==> src/rtl/sfx_scheduler.sv <==
// -----------------------------------------------------------------------------
// sfx_scheduler
//
// Arbitrates sound-effect requests from four requesters and drives the audio
// player control word. Each request is latched into a per-requester pending
// slot. An idle scheduler grants pending slots round-robin. Every granted
// effect is preceded by a run of GAP_CYCLES cycles with the effect select at
// 0, so the player always sees an edge, even when the same id repeats. The
// effect then plays until the player has consumed the effect's sample count.
// There is no preemption.
//
// Ports
//   clk          single clock
//   reset        synchronous, active-high reset
//   bgm_enable   background music level request (registered to audio_ctrl[2])
//   req_valid    one-cycle request pulse per requester 0..3
//   req_id       effect id of requester i on bits [2i+1:2i]; id 0 = none
//   sample_tick  one pulse per sample consumed by the player
//   audio_ctrl   {bgm enable, effect select[1:0]}
//   sfx_active   high while an effect is playing
//   pending      per-requester pending flags
//   drop_count   overwritten requests, saturating at 255
//
// GAP_CYCLES must be at least 1 and every LENn must be at least 1.
// -----------------------------------------------------------------------------
module sfx_scheduler #(
    parameter int unsigned GAP_CYCLES = 4,
    parameter logic [15:0] LEN1       = 16'h156A,
    parameter logic [15:0] LEN2       = 16'h0589,
    parameter logic [15:0] LEN3       = 16'h0AE1
) (
    input  logic       clk,
    input  logic       reset,
    input  logic       bgm_enable,
    input  logic [3:0] req_valid,
    input  logic [7:0] req_id,
    input  logic       sample_tick,
    output logic [2:0] audio_ctrl,
    output logic       sfx_active,
    output logic [3:0] pending,
    output logic [7:0] drop_count
);

    typedef enum logic [1:0] {
        ST_IDLE = 2'd0,
        ST_GAP  = 2'd1,
        ST_PLAY = 2'd2
    } state_t;

    // Last value of the gap counter before moving on to PLAY.
    localparam logic [15:0] GAP_LAST = 16'(GAP_CYCLES - 32'd1);

    // Sample count of a given effect id.
    function automatic logic [15:0] effect_len(input logic [1:0] id);
        case (id)
            2'd1:    effect_len = LEN1;
            2'd2:    effect_len = LEN2;
            2'd3:    effect_len = LEN3;
            default: effect_len = 16'd1;
        endcase
    endfunction

    state_t          state_q, state_d;
    logic [3:0]      pend_q, pend_d;
    logic [3:0][1:0] ids_q, ids_d;
    logic [1:0]      rr_q, rr_d;
    logic [1:0]      cur_id_q, cur_id_d;
    logic [15:0]     gap_cnt_q, gap_cnt_d;
    logic [15:0]     smp_cnt_q, smp_cnt_d;
    logic [7:0]      drop_q, drop_d;
    logic            bgm_q;
    logic [1:0]      sel_q, sel_d;
    logic            active_q, active_d;

    logic            found_s;
    logic [1:0]      win_s;
    logic            grant_s;
    logic [3:0]      grant_vec_s;
    logic [2:0]      drop_inc_s;
    logic [8:0]      drop_sum_s;

    // Round-robin winner search starting at rr_q; a grant only happens in IDLE.
    always_comb begin
        found_s = 1'b0;
        win_s   = rr_q;
        for (int k = 0; k < 4; k++) begin
            if (!found_s && pend_q[rr_q + 2'(k)]) begin
                found_s = 1'b1;
                win_s   = rr_q + 2'(k);
            end else begin
                found_s = found_s;
            end
        end
        grant_s     = (state_q == ST_IDLE) && (pend_q != 4'b0000);
        grant_vec_s = grant_s ? (4'b0001 << win_s) : 4'b0000;
    end

    // Pending slots and drop counting. A new request on the granted slot
    // refills it after the old entry has been consumed, so it is not a drop.
    always_comb begin
        pend_d     = pend_q;
        ids_d      = ids_q;
        drop_inc_s = 3'd0;
        for (int i = 0; i < 4; i++) begin
            if (req_valid[i] && (req_id[2*i +: 2] != 2'd0)) begin
                pend_d[i] = 1'b1;
                ids_d[i]  = req_id[2*i +: 2];
                if (pend_q[i] && !grant_vec_s[i]) begin
                    drop_inc_s = drop_inc_s + 3'd1;
                end else begin
                    drop_inc_s = drop_inc_s;
                end
            end else begin
                pend_d[i] = pend_q[i] && !grant_vec_s[i];
            end
        end
        drop_sum_s = {1'b0, drop_q} + {6'd0, drop_inc_s};
        drop_d     = (drop_sum_s > 9'd255) ? 8'd255 : drop_sum_s[7:0];
    end

    // Next-state logic of the IDLE / GAP / PLAY sequencer.
    always_comb begin
        state_d   = state_q;
        rr_d      = rr_q;
        cur_id_d  = cur_id_q;
        gap_cnt_d = gap_cnt_q;
        smp_cnt_d = smp_cnt_q;
        case (state_q)
            ST_IDLE: begin
                if (grant_s) begin
                    state_d   = ST_GAP;
                    cur_id_d  = ids_q[win_s];
                    rr_d      = win_s + 2'd1;
                    gap_cnt_d = 16'd0;
                end else begin
                    state_d   = ST_IDLE;
                end
            end
            ST_GAP: begin
                if (gap_cnt_q == GAP_LAST) begin
                    state_d   = ST_PLAY;
                    smp_cnt_d = 16'd0;
                end else begin
                    gap_cnt_d = gap_cnt_q + 16'd1;
                end
            end
            ST_PLAY: begin
                if (sample_tick) begin
                    smp_cnt_d = smp_cnt_q + 16'd1;
                    if ((smp_cnt_q + 16'd1) == effect_len(cur_id_q)) begin
                        state_d = ST_IDLE;
                    end else begin
                        state_d = ST_PLAY;
                    end
                end else begin
                    smp_cnt_d = smp_cnt_q;
                end
            end
            default: begin
                state_d = ST_IDLE;
            end
        endcase
    end

    // Output decode from the next state so the outputs can be registered
    // in step with the state. IDLE keeps the last id to avoid a spurious edge.
    always_comb begin
        if (state_d == ST_GAP) begin
            sel_d = 2'd0;
        end else begin
            sel_d = cur_id_d;
        end
        active_d = (state_d == ST_PLAY);
    end

    // Sequencer state, counters and registered outputs.
    always_ff @(posedge clk) begin
        if (reset) begin
            state_q   <= ST_IDLE;
            rr_q      <= 2'd0;
            cur_id_q  <= 2'd0;
            gap_cnt_q <= 16'd0;
            smp_cnt_q <= 16'd0;
            sel_q     <= 2'd0;
            active_q  <= 1'b0;
            bgm_q     <= 1'b0;
        end else begin
            state_q   <= state_d;
            rr_q      <= rr_d;
            cur_id_q  <= cur_id_d;
            gap_cnt_q <= gap_cnt_d;
            smp_cnt_q <= smp_cnt_d;
            sel_q     <= sel_d;
            active_q  <= active_d;
            bgm_q     <= bgm_enable;
        end
    end

    // Request slots and drop counter.
    always_ff @(posedge clk) begin
        if (reset) begin
            pend_q <= 4'b0000;
            ids_q  <= '0;
            drop_q <= 8'd0;
        end else begin
            pend_q <= pend_d;
            ids_q  <= ids_d;
            drop_q <= drop_d;
        end
    end

    assign audio_ctrl = {bgm_q, sel_q};
    assign sfx_active = active_q;
    assign pending    = pend_q;
    assign drop_count = drop_q;

endmodule

==> config.mk <==
export PLATFORM = sky130hd
export DESIGN_NAME = sfx_scheduler
export DESIGN_NICKNAME = d
export VERILOG_FILES = /design/src/rtl/sfx_scheduler.sv
export SDC_FILE = /design/constraint.sdc
export NUM_CORES = 1
export LEC_CHECK = 0
export CELL_PAD_IN_SITES_DETAIL_PLACEMENT = 1
export CELL_PAD_IN_SITES_GLOBAL_PLACEMENT = 2
export CORE_MARGIN = 5
export CORE_UTILIZATION = 31
export DETAILED_ROUTE_END_ITERATION = 6
export PLACE_DENSITY_LB_ADDON = 0.1
export SETUP_SLACK_MARGIN = 0.2
export SLEW_MARGIN = 20
export SYNTH_ARGS = -nofsm -noshare
export SYNTH_HDL_FRONTEND = slang
export SYNTH_SLANG_ARGS = --single-unit
==> constraint.sdc <==
create_clock -name clk -period 4.5 [get_ports clk]
set_input_delay 0.45 -clock clk [delete_from_list [all_inputs] [get_ports clk]]
set_output_delay 0.45 -clock clk [all_outputs]
set_load 0.03 [all_outputs]
Word level (Yosys, flattened, before mapping)
Cells that the tools add are included.
{"block": "totals", "reg_bits": 62, "out_inout_bits": 16}
{"block": "classes", "addsub": 10, "n_lt_le_gt_ge": 6, "n_eq_ne": 13, "shifts": 1, "mux": 46, "n_reduce_logical": 31}
{"cell": "16-bit 2-to-1 mux", "n": 6}
{"cell": "16-bit case mux with 2 select lines", "n": 2}
{"cell": "13-bit case mux with 3 select lines", "n": 1}
{"cell": "16-bit by 1-bit adder with 16-bit output (second input constant)", "n": 2}
{"cell": "2-bit 2-to-1 mux", "n": 9}
{"cell": "3-bit 2-to-1 mux", "n": 6}
{"cell": "16-bit == test", "n": 1}
{"cell": "16-bit by 2-bit == test with 1-bit output (second input constant)", "n": 1}
{"cell": "2-bit by 3-bit less-than comparator with 1-bit output (second input constant)", "n": 5}
{"cell": "1-bit 2-to-1 mux", "n": 14}
{"cell": "1-bit logical AND", "n": 12}
{"cell": "2-bit nonzero test", "n": 6}
{"cell": "3-bit by 1-bit adder with 3-bit output (second input constant)", "n": 3}
{"cell": "8-bit by 3-bit adder with 9-bit output", "n": 1}
{"cell": "9-bit by 8-bit > comparator with 1-bit output (second input constant)", "n": 1}
{"cell": "1-bit binary-select mux with 2-bit select", "n": 4}
{"cell": "2-bit == test (second input constant)", "n": 4}
{"cell": "8-bit 2-to-1 mux", "n": 1}
{"cell": "2-bit != test (second input constant)", "n": 4}
{"cell": "1-bit logical NOT", "n": 7}
{"cell": "2-bit by 1-bit == test with 1-bit output (second input constant)", "n": 3}
{"cell": "2-bit case mux with 3 select lines", "n": 1}
{"cell": "3-bit AND reduction", "n": 2}
{"cell": "2-bit by 1-bit adder with 2-bit output (second input constant)", "n": 2}
{"cell": "8 further kinds", "n": 9}

Longest topological paths before layout
{"block": "depth", "word_depth": 30, "depth_mapped": 23, "depth_no_buf": 23}

Least setup slack after synthesis
OpenSTA, ideal clock, no wires.
{"block": "synth_timing", "kind": "flip-flop to flip-flop", "startpoint": "reg pend_q[0], in the netlist pending[0]", "endpoint": "reg drop_q[7], in the netlist drop_count[7]", "t_arrival_ns": 4.313, "required_ns": 4.372, "setup_slack_ns": 0.059, "stages_incl_launch_ff": 22, "path_buffers": 0, "synth_period_minus_slack_ns": 4.441, "path_cell_list": "dfxtp_1 > nor2_1 > a211o_2 > o211ai_2 > inv_1 > ha_1 > nand2_1 > nand2_1 > inv_1 > ha_1 > mux2_2 > ha_1 > mux2_2 > ha_1 > mux2_2 > ha_1 > a21o_1 > a21oi_1 > nor2_1 > nand3_1 > mux2i_1 > nor2_1"}
{"block": "synth_via", "elab_chain_cells": 30, "word_cells_on_any_way": 46, "cone_classes": "add/sub: 4; order compare: 1; shift: 1; mux: 24; reduce/logical: 16"}
{"element": "start, declared", "line": "64", "rtl": "logic [3:0] pend_q, pend_d;"}
{"element": "start signal, assigned", "line": "206", "rtl": "pend_q <= pend_d;"}
{"element": "1-bit binary-select mux with 2-bit select", "line": "87", "rtl": "if (!found_s && pend_q[rr_q + 2'(k)]) begin"}
{"element": "1-bit 2-to-1 mux (implied by the code)", "line": "87"}
{"element": "1-bit 2-to-1 mux", "line": "87"}
{"element": "1-bit logical NOT", "line": "87"}
{"element": "1-bit logical AND", "line": "87"}
{"element": "1-bit 2-to-1 mux", "line": "87"}
{"element": "1-bit logical NOT", "line": "87"}
{"element": "1-bit logical AND", "line": "87"}
{"element": "(+14 left out)"}
{"element": "3-bit 2-to-1 mux", "line": "108", "rtl": "if (pend_q[i] && !grant_vec_s[i]) begin"}
{"element": "3-bit 2-to-1 mux", "line": "105", "rtl": "if (req_valid[i] && (req_id[2*i +: 2] != 2'd0)) begin"}
{"element": "3-bit by 1-bit adder with 3-bit output", "line": "109", "rtl": "drop_inc_s = drop_inc_s + 3'd1;"}
{"element": "3-bit 2-to-1 mux", "line": "108"}
{"element": "3-bit 2-to-1 mux *", "line": "105"}
{"element": "8-bit by 3-bit adder with 9-bit output *", "line": "117", "rtl": "drop_sum_s = {1'b0, drop_q} + {6'd0, drop_inc_s};"}
{"element": "9-bit by 8-bit > comparator with 1-bit output", "line": "118", "rtl": "drop_d = (drop_sum_s > 9'd255) ? 8'd255 : drop_sum_s[7:0];"}
{"element": "8-bit 2-to-1 mux *", "line": "118"}
{"element": "end signal, assigned", "line": "208", "rtl": "drop_q <= drop_d;"}
{"element": "end, declared", "line": "70", "rtl": "logic [7:0] drop_q, drop_d;"}
Mark *: on every way between the ends. The rest lies on a longest branch, timed or not. The select of a mux whose other input is x is not followed.
A chain may end at the register's enable or synchronous reset.

Worst setup path in the final report
{"block": "layout_timing", "startpoint": "reg pend_q[0], in the netlist pending[0]", "endpoint": "reg drop_q[6], in the netlist drop_count[6]"}
The elaborated chain is that of the path after synthesis.

==> results by group <==
Run status
  • Status: finished, final reports clean

Synth
  • Synth Area per Inst: approximately 8.1 µm²
  • Area share of the leading cell type in the synthesized netlist: 34.42%
  • Count leader, synth: sky130_fd_sc_hd__dfxtp_1
  • Unique cell type count in the Yosys netlist: between 60 and 70
  • Share of flip-flops with an asynchronous set or reset: 0%
  • Number of enable-type register cells in the synthesized netlist: 0
  • Prevailing post-synth register cell: sky130_fd_sc_hd__dfxtp_1
  • Sequential-to-total area share from yosys stat: between 30 and 40%
  • Post-synth top area cell: sky130_fd_sc_hd__dfxtp_1
  • Mapped cell area: 0.003606 mm²
  • Post-synth net total: ~480
  • Number of register bits inferred by synthesis: 62
  • Yosys warning count: 0
  • Top area cells in the synthesized netlist: sky130_fd_sc_hd__dfxtp_1 34%, sky130_fd_sc_hd__a21oi_1 6.7%, sky130_fd_sc_hd__nor2_1 5.5%
  • Most frequent cells after synthesis: 62 x sky130_fd_sc_hd__dfxtp_1, 53 x sky130_fd_sc_hd__nor2_1, 48 x sky130_fd_sc_hd__a21oi_1
  • Gate Count Post-Synth: 447

Route
  • Number of vias per cell after detailed routing: about 5
  • Per-cell routed wire length: 15.45 µm
  • Wire length reported by the detailed router: between 9000 and 10000 µm
  • ANT nets after route: 0
  • Number of optimization iterations in the first detailed-route pass: 4
  • Starting DRT DRC Count: 116
  • Remaining DRCs: 0
  • Via total after detailed routing: 3243

Power
  • Power density cells: roughly 370 mW/mm²
  • Net switching power of the design: 449.2 µW
  • Proportion of power drawn by flip-flops and latches: 36.1%
  • Combinational share of power: 17.8%
  • Part of the power in the clock network: 46.2%
  • Switching part of the total power: 27.18%
  • Leakage power of the design: about 1.6 nW
  • Worst voltage drop across the vdd grid: 0.1932 mV
  • Internal power contribution: 1.203 mW

STA
  • Transition time of the tightest slew-check pin: ~0.95 ns
  • Max-slew violation count: 0
  • Final total negative setup slack: 0 ns
  • Clock skew: 0.006798 ns
  • Unrepaired setup endpoints after global routing: false
  • Final critical-path required period: 4.067 ns
  • Worst hold-check slack: 0.4594 ns
  • Achievable frequency: 245.9 MHz
  • Final number of hold-violating endpoints: 0
  • Tcrit/Tclk final: 90.38%
  • # setup viols final: 0
  • Rel. slew slack: 36.91%

Min path
  • Worst Hold Launch: ids_q[5]$_SDFFE_PP0P_
  • Type of the worst min-delay path: reg -> reg
  • Worst Hold Path Cells: 2
  • Endpoint with the worst hold slack: ids_q[5]$_SDFFE_PP0P_

Die
  • Die width: 117.9 µm
  • Floorplan core area: 0.01142 mm²
  • Starting density of the core: 31.58%
  • Die height: 117.9 µm
  • Die Footprint: 0.01389 mm²
  • Number of cell rows: 39
  • Number of primary I/O pins: 32

Worst setup path
  • Maximum cell stage delay along the critical path: 0.36 ns
  • Critical path data arrival time: 4.32 ns
  • Startpoint of the lowest-slack register-to-register path: pending[0]$_SDFF_PP0_
  • Worst-case register-to-register setup slack: 0.43 ns
  • Worst R2R Path Depth: 23
  • Startpoint type of the worst setup path: flip-flop
  • Terminus of the critical flop-to-flop path: drop_count[6]$_SDFF_PP0_
  • Ordered list of cells on the worst path: and2b_1, nor4_2, nand2b_4, inv_6, ha_1, nand2_1, nand2_1, inv_1, ha_1, mux2_4, ha_4, mux2_4, ha_4, inv_1, nor2_1, xnor2_1, ha_1, nor2b_1, o21ai_1, nor2_1, buf_4, and4b_1, nor3_1
  • Crit-path most repeated cell: sky130_fd_sc_hd__ha_1
  • Largest driver fanout on the critical path: 8
  • Cell with the largest stage delay on the worst path: sky130_fd_sc_hd__dfxtp_4
  • CP Class: reg -> reg
  • Required time at the worst-slack endpoint: 4.75 ns
  • Category of the worst setup path capture point: flip-flop

Clock network
  • Hold Buf Count CTS: 0
  • Clock Sinks: 62
  • Cell at the root of the clock tree: sky130_fd_sc_hd__clkbuf_16
  • Clock tree from TritonCTS: built
  • Clock edge transition at the registers on the reported setup and hold paths: 0.05 ns
  • Clock buffer count from CTS: 9
  • CTS H-tree lvls: 3
  • Clock insertion delay at the later pin of the skew report: roughly 0.34 ns
  • Buffer levels on the longest clock path: 2

Place
  • GP Congestion: 0.7269
  • Number of I/O port buffers: 31
  • Dpl hpwl: slightly below 7000 µm

Global routing
  • Number of antenna violations at the first check in global routing: 0
  • Global-route congestion overflow total: 0
  • Global-route wire length before repair: 16840 µm
  • Via count of the first global-routing pass: ~3300
  • Total routing resource utilization after global routing: around 15%
  • Largest net degree at the start of global routing: 48

Final layout
  • Layout cells sized above 1: 13.06%
  • Nets@finish: 517
  • Area delta synth->final: 25.33%
  • Diodes inserted: 0

Job
  • Number of max-capacitance violations reported: 0
-- repair_timing --
action,CTS,global route
endpoints found under the setup margin,8,8
pin swaps,4,5
gates resized for setup,7,10
setup buffers,3,5
-- per-stage QoR --
step / total power [mW] / setup slack (ns) / instances / utilization, % / instance area (µm²)
3_5_place_dp: 0.8750 / 0.04302 / 609 / 35.62 / 4068
6_report: 1.653 / 0.4331 / 633 / 39.58 / 4519
5_1_grt: 1.733 / 0.1772 / 633 / 39.58 / 4519
3_3_place_gp: 0.8714 / 0.1064 / 609 / 35.62 / 4068
2_1_floorplan: 0.7809 / 0.2057 / 447 / - / 3610
4_1_cts: 1.658 / 0.1975 / 628 / 38.80 / 4431
-- state kept, by name, indices dropped and copies added (netlist names), 2 cells and up --
signal      cells
ids_q           8
pending         4
drop_count      8
smp_cnt_q      16
cur_id_q        2
sel_q           2
gap_cnt_q      16
rr_q            2
state_q         2
-- per-layer routing --
layer	share of wire [%]	track usage, %	vias up
met1	51	20.12	1539
met5	0	0	-
met2	45	22.35	29
li1	-	-	1663
met4	1.2	4.946	0
met3	2.8	3.460	12
-- worst max-delay path, delay by kind of cell (launching register included) --
kind	cells	cell delay [ns]
AO/OA/AOI/OAI	1	0.16
XOR/XNOR	1	0.14
adder cells (fa/ha/maj)	5	1.07
buffers and inverters	4	0.31
flip-flops	1	0.36
multiplexers	2	0.58
AND/OR/NAND/NOR	10	1.36
-- worst max-delay path by stage --
stage               cells past startpoint                       end  slack [ns]                  start
finish                                 23  drop_count[6]$_SDFF_PP0_        0.43  pending[0]$_SDFF_PP0_
global route                           23  drop_count[6]$_SDFF_PP0_        0.18  pending[0]$_SDFF_PP0_
detailed placement                     15  drop_count[0]$_SDFF_PP0_        0.04           req_valid[0]
CTS                                    21  drop_count[1]$_SDFF_PP0_        0.20  pending[3]$_SDFF_PP0_
floorplan                              21  drop_count[7]$_SDFF_PP0_        0.21  pending[0]$_SDFF_PP0_
global placement                       16  drop_count[7]$_SDFF_PP0_        0.11           req_valid[0]
-- kinds of logic (layout without fill, tap and decap cells) --
group / count (synthesis) / after routing / synth area share, %
compound gates: 114 / 114 / 20.16
buf+inv: 40 / 83 / 4.546
fa+ha+maj: 16 / 16 / 5.760
flops: 62 / 62 / 34.42
mux: 14 / 14 / 4.129
simple gates: 173 / 173 / 24.18
xor+xnor: 28 / 28 / 6.801
-- layout by cell type (no fill, tap or decap), drive strengths merged, types with 11 or more instances in the layout --
master and count:
a21oi 48, ha 15, o21ai 29, inv 20
clkdlybuf4s50 30, buf 17, clkbuf 12, nor2 53
nand2 40, xnor2 17, dfxtp 62, xor2 11
nand3 15
-- power groups by stage --
stage               Combinational, mW  Sequential, mW  Clock [mW]
finish                          0.293           0.596       0.763
detailed placement              0.269           0.606           0
CTS                             0.280           0.596       0.782
floorplan                       0.162           0.619           0
global route                    0.326           0.599       0.808
global placement                0.265           0.606           0
-- layout make-up --
type	count	area, µm²
fillers	1403	6899
well taps	143	178.9
clock buffers	12	246.5
multi-input cells	345	2266
flip-flops and latches	62	1252
clock inverters	4	70.07
repair buffers	47	425.4
inverters	20	80.08
Power figures use the tool's default switching activity.
